===== src/rtl/rv32_mem_arbiter.sv =====
// rv32_mem_arbiter: shares one single-port synchronous SRAM between the rv32 fetch and data ports.
// Latency: fetch is fully pipelined (address in cycle N, instruction in N+1); a data access costs 2 stall cycles.
// Backpressure: data wins the port, and the core is frozen through `stall` while fetch is displaced.
module rv32_mem_arbiter #(
  parameter int          CNT_W    = 32,
  parameter logic [31:0] NOP_WORD = 32'h0000_0013
) (
  input  logic             clk,
  input  logic             rst,
  input  logic [31:0]      pc_fetch,
  output logic [31:0]      code_fetch,
  input  logic             data_enable,
  input  logic             data_read,
  input  logic [31:0]      data_addr,
  input  logic [31:0]      data_store,
  output logic [31:0]      data_fetch,
  output logic             stall,
  output logic             mem_en,
  output logic             mem_we,
  output logic [31:0]      mem_addr,
  output logic [31:0]      mem_wdata,
  input  logic [31:0]      mem_rdata,
  output logic [CNT_W-1:0] stall_cnt
);

  // PRIME: first fetch after reset, STREAM: pipelined fetch or data issue,
  // DRSP: data response cycle with the fetch reissued underneath it.
  typedef enum logic [1:0] {
    ST_PRIME  = 2'd0,
    ST_STREAM = 2'd1,
    ST_DRSP   = 2'd2
  } state_t;

  state_t           state;
  logic             data_done;  // current EX request already serviced
  logic             rd_pend;    // access in flight is a load
  logic [31:0]      code_hold;  // last instruction seen, replayed while stalled
  logic [31:0]      data_hold;  // last load result, held for the core
  logic [CNT_W-1:0] stall_ctr;
  logic             issue_data;

  assign stall_cnt = stall_ctr;

  // Port steering and core-facing outputs; stall never depends on mem_rdata.
  always_comb begin
    mem_en     = 1'b0;
    mem_we     = 1'b0;
    mem_addr   = pc_fetch;
    mem_wdata  = 32'h0;
    stall      = 1'b1;
    code_fetch = code_hold;
    data_fetch = data_hold;
    issue_data = 1'b0;
    if (rst) begin
      code_fetch = NOP_WORD;
      data_fetch = 32'h0;
    end else begin
      case (state)
        ST_PRIME: begin
          mem_en = 1'b1;
        end
        ST_STREAM: begin
          code_fetch = mem_rdata;
          mem_en     = 1'b1;
          if (data_enable && !data_done) begin
            // Data displaces this cycle's fetch; the held PC refetches later.
            issue_data = 1'b1;
            mem_addr   = data_addr;
            mem_we     = !data_read;
            mem_wdata  = data_read ? 32'h0 : data_store;
          end else begin
            stall = 1'b0;
          end
        end
        ST_DRSP: begin
          mem_en = 1'b1;
          if (rd_pend) begin
            data_fetch = mem_rdata;
          end
        end
        default: begin
          mem_en = 1'b0;
        end
      endcase
    end
  end

  // State sequencing, hold registers, request bookkeeping and stall counter.
  always_ff @(posedge clk) begin
    if (rst) begin
      state     <= ST_PRIME;
      data_done <= 1'b0;
      rd_pend   <= 1'b0;
      code_hold <= NOP_WORD;
      data_hold <= 32'h0;
      stall_ctr <= '0;
    end else begin
      if (stall) begin
        stall_ctr <= stall_ctr + 1'b1;
      end else begin
        // The EX instruction moved on, so a new request may be accepted.
        data_done <= 1'b0;
      end
      case (state)
        ST_PRIME: begin
          state <= ST_STREAM;
        end
        ST_STREAM: begin
          code_hold <= mem_rdata;
          if (issue_data) begin
            data_done <= 1'b1;
            rd_pend   <= data_read;
            state     <= ST_DRSP;
          end
        end
        ST_DRSP: begin
          if (rd_pend) begin
            data_hold <= mem_rdata;
          end
          state <= ST_STREAM;
        end
        default: begin
          state <= ST_PRIME;
        end
      endcase
    end
  end

endmodule


===== config.mk =====
export PLATFORM = sky130hd
export DESIGN_NAME = rv32_mem_arbiter
export DESIGN_NICKNAME = d
export VERILOG_FILES = /design/src/rtl/rv32_mem_arbiter.sv
export SDC_FILE = /design/constraint.sdc
export NUM_CORES = 1
export LEC_CHECK = 0
export CAP_MARGIN = 15
export CORE_MARGIN = 4
export CORE_UTILIZATION = 39
export DETAILED_ROUTE_END_ITERATION = 8
export PLACE_DENSITY = 0.94
export SYNTH_ARGS = -nofsm -noshare
export SYNTH_HDL_FRONTEND = slang
export SYNTH_SLANG_ARGS = --single-unit

===== constraint.sdc =====
create_clock -name clk -period 9.2 [get_ports clk]
set_input_delay 2.76 -clock clk [delete_from_list [all_inputs] [get_ports clk]]
set_output_delay 2.76 -clock clk [all_outputs]
set_load 0.005 [all_outputs]

# Word-level counts from Yosys, hierarchy flattened
# Cells that the tools add are included.
dict set report totals {
  reg_bits 100
  latch_bits 0
  ram_bits 0
  rom_bits 0
  in_bits 132
  out_inout_bits 163
  elab_cells 44
  memories 0
}
dict set report classes {
  addsub 1
  multipliers 0
  div_mod_pow 0
  n_lt_le_gt_ge 0
  n_eq_ne 3
  shifts 0
  mux 27
  bitwise 0
  reduce_logical 7
}
# op count
set op_table {}
lappend op_table {{$mux 32} 12}
lappend op_table {{$add 32x1->32 const B} 1}
lappend op_table {{$mux 1} 13}
lappend op_table {{$pmux 2 s2} 1}
lappend op_table {{$reduce_or 3->1} 1}
lappend op_table {{$eq 2x1->1 const B} 1}
lappend op_table {{$eq 2x2->1 const B} 1}
lappend op_table {{$logic_not 1->1} 2}
lappend op_table {{$logic_not 2->1} 1}
lappend op_table {{$mux 2} 1}
lappend op_table {{$ne 2x2->1 const B} 1}
lappend op_table {{$reduce_and 2->1} 1}
lappend op_table {{$reduce_or 2->1} 1}
lappend op_table {{$logic_and 1x1->1} 1}

# Logic depth before layout (Yosys ltp)
dict set report depth {
  word_depth 8
  ltp_mapped 6
}

# Worst setup path after synthesis
# No wires, ideal clock.
dict set report synth_path {
  path_kind {input to output}
  from {input data_enable}
  to {output mem_addr[10]}
  arrival_ns 4.210
  setup_slack_ns 2.230
  cell_stages 6
  path_buffers 2
  path_cell_list {nor2b_1 clkbuf_1 nand2_1 nor2_1 buf_2 mux2_2}
}
dict set report synth_via {
  elab_chain_cells 4
}
# element line_no
set synth_lines {}
lappend synth_lines {{start, declared} 12} ;# input logic data_enable,
lappend synth_lines {{$logic_and 1x1->1} 65} ;# if (data_enable && !data_done) begin
lappend synth_lines {{$mux 32} 65}
lappend synth_lines {{$mux 32} 58} ;# case (state)
lappend synth_lines {{$mux 32} 54} ;# if (rst) begin
lappend synth_lines {{end, declared} 20} ;# output logic [31:0] mem_addr,
# Every way passes these cells.

# Worst setup path after layout
dict set report layout_path {
  from {input data_enable}
  to {output mem_wdata[23]}
}
dict set report layout_via {
  elab_chain_cells 4
}
# element line_no
set layout_lines {}
lappend layout_lines {{$logic_and 1x1->1} 65}
lappend layout_lines {{$mux 32} 65}
lappend layout_lines {{$mux 32} 58}
lappend layout_lines {{$mux 32} 54}
lappend layout_lines {{end, declared} 21} ;# output logic [31:0] mem_wdata,
# Every way passes these cells.

==> reports/metrics.csv <==
metric,value,unit
Seq pwr share,0.457,
Yosys warnings,0,
"FFs w/ async S/R, synth",0,
worst IR drop on VDD,101,uV
# clock sinks,100,
global-route wire length before repair,29.5,mm
RSZ-0062 raised after global routing,no,
Synth Area per Inst,8.15,um^2
Post-route DRC,0,
setup TNS,0,ns
clk_lat worst skew,0.34,ns
share of cells above drive strength 1,0.0774,
crit start category,input pin,
DRT antenna net count,0,
Via-to-Cell Ratio,5.38,
crit path kind,input pin to output port,
Core Region,0.0110,mm^2
num ports,295,
Switching Power,0.000245,W
FMAX,127,MHz
grt ovf,0,
cts bufs inserted,9,
Post-synth EDFFs,0,
Post-Syn Area,0.00446,mm^2
Final Hold Viols,0,
clk_skew,0.00959,ns
CTS tree,done,
hold slack final,0.461,ns
fin area,0.00778,mm^2
"Gates resized, CTS repair",0,
min Tclk post-route,7.86,ns
# port buffers,294,
crit-path max FO,22,
period utilisation layout,0.854,
worst-path cell chain,clkdlybuf4s50_1 -> nor2b_1 -> buf_4 -> nand2_1 -> nor3_2 -> buf_4 -> and2_1 -> clkdlybuf4s50_1,
Clock Path Buffers,2,
Yosys cell types,32,
H-Tree Depth,3,
CTS root buffer,clkbuf_16,
FP Rows,38,
Final setup violation count,0,
Die ar.,0.0132,mm^2
Net Sw Frac,0.248,
initial antenna violation count,4,
slowest CP cell,clkdlybuf4s50_1,
Gate power share,0.182,
max-cap viol count,0,
TritonRoute pass-1 iters,7,
CP bufs+invs,4,
clock share of power,0.361,
routability-driven placement congestion ratio,0.923,
#FFs+latches synth,100,
Setup crit end kind,output port,
gr usage total,0.296,
die width,115,um
power per standard cell area,127,mW/mm^2
Yosys top cell area share,0.448,
critical path's top delay family,buffers and inverters,
P_int,0.000743,W
vias,5218,
wire length per cell,20.8,um
hold_buf cts,0,
sequential area share after synthesis,0.448,
WP data arrival,5.10,ns
"Clk pin slew, worst setup/hold paths",0.06,ns
vias in the first global route,5066,
starting density of the core,0.405,
crit-path max cell delay,0.51,ns
status,"complete, no violations",
fill cell count,857,
die height,115,um
dpl hpwl,16.1,mm
Crit path required time,6.44,ns
slew of the pin with the lowest slew margin,0.938,ns
Layout area overhead,74.4,%
"wirelength, routed",20.1,mm
Min-Delay Path Class,flop to flop,
Leakage,2.67,nW
final net count,955,
largest net degree at the start of global routing,95,
postcts setup bufs,0,
cells after synthesis,548,
post-place instance area,0.00750,mm^2
Area contributors post-synth,"dfxtp_1 45%, nand2_1 12%, a21oi_1 10%",
max_slew headroom,0.375,
initial drt markers,506,
Synth Net Count,681,
ys flop type,dfxtp_1,
largest area contributor in the netlist,dfxtp_1,
Pwr Total,0.000988,W
Final Max Tran Viols,0,
-- cells in the mapped netlist, types with 3 or more instances --
| cell type | count |
|---|---|
| and4_1 | 6 |
| and3_1 | 3 |
| xor2_1 | 4 |
| buf_1 | 3 |
| mux2_2 | 32 |
| nor2_1 | 9 |
| or3_1 | 8 |
| nand3b_1 | 3 |
| inv_1 | 3 |
| or4_1 | 18 |
| buf_2 | 5 |
| a21oi_1 | 90 |
| and2_1 | 32 |
| dfxtp_1 | 100 |
| clkbuf_1 | 31 |
| nand2_1 | 143 |
| o21ai_0 | 9 |
| nand3_1 | 7 |
| o31ai_1 | 20 |
| nand4_1 | 7 |
-- metrics by stage --
stage                     std cells  setup slack, ns  utilization
after floorplan                 548             2.23            -
after global placement          951             1.42        0.680
after detailed placement        951             1.37        0.680
after CTS                       967             1.37        0.705
after global routing            968             1.18        0.706
final                           969             1.34        0.706
-- power groups by stage --
stage	combinational, W	clock (W)	sequential (W)
3_3_place_gp	0.000176	0	0.000461
6_report	0.000180	0.000357	0.000451
2_1_floorplan	0.0000531	0	0.000460
4_1_cts	0.000180	0.000364	0.000451
5_1_grt	0.000191	0.000383	0.000453
3_5_place_dp	0.000178	0	0.000461
-- routing by layer --
layer  track usage  vias up  part of all wire
met4         0.117        4             0.039
li1              -     2443                 -
met5             0        -            0.0014
met1         0.341     2439              0.37
met2         0.507      276              0.50
met3        0.0989       56             0.089
-- cells by family (layout without fill, tap and decap cells) --
logic type	Yosys count	in the layout	share of synthesized area
DFF	100	100	0.448
xor gates and xnor gates	6	6	0.0118
buffers and inverters	43	322	0.0392
and+or+nand+nor	243	243	0.265
muxes	32	32	0.0807
AOI/OAI and AO/OA	123	123	0.152
other	0	2	0
adders and majority gates	1	1	0.00280
-- final timing paths --
path	cells past startpoint	slack, ns	endpoint	from
setup / recovery	8	1.34	mem_wdata[23]	data_enable
hold / removal	2	0.46	code_hold[22]	code_hold[22]
hold reg to reg	2	0.46	code_hold[22]	code_hold[22]
setup reg to reg	4	7.06	stall_cnt[31]	stall_cnt[9]
-- layout make-up --
cell class | count | area, um^2 | share of cell area
Antenna cell | 2 | 5.00 | 0.000643
Clock buffer | 11 | 233 | 0.0299
Multi-Input combinational cell | 405 | 2310 | 0.296
Sequential cell | 100 | 2000 | 0.257
Timing Repair Buffer | 303 | 3010 | 0.386
Clock inverter | 5 | 43.8 | 0.00563
Inverter | 3 | 11.3 | 0.00145
Tap cell | 140 | 175 | 0.0225
-- cells in the final DEF (no fill, tap or decap), drive strengths merged, types with 6 or more instances in the layout --
cell type	count
a21oi	90
mux2	32
inv	6
clkdlybuf4s50	293
and2	32
and4	6
nand3	7
o21ai	9
o31ai	20
nand2	143
nand4	8
nor2	9
or3	8
clkbuf	11
or4	19
dfxtp	100
buf	10
-- state kept, by name, summed over array words and instances (netlist names) --
register,cells
rd_pend,1
data_done,1
stall_cnt,32
code_hold,32
data_hold,32
state,2
-- worst min-delay path: cells and delay by family, from the launching register on --
family / cells / cell delay [ns]
flip-flops: 1 / 0.30
AO/OA/AOI/OAI: 1 / 0.07
AND/OR/NAND/NOR: 1 / 0.04
Power figures use the tool's default switching activity.
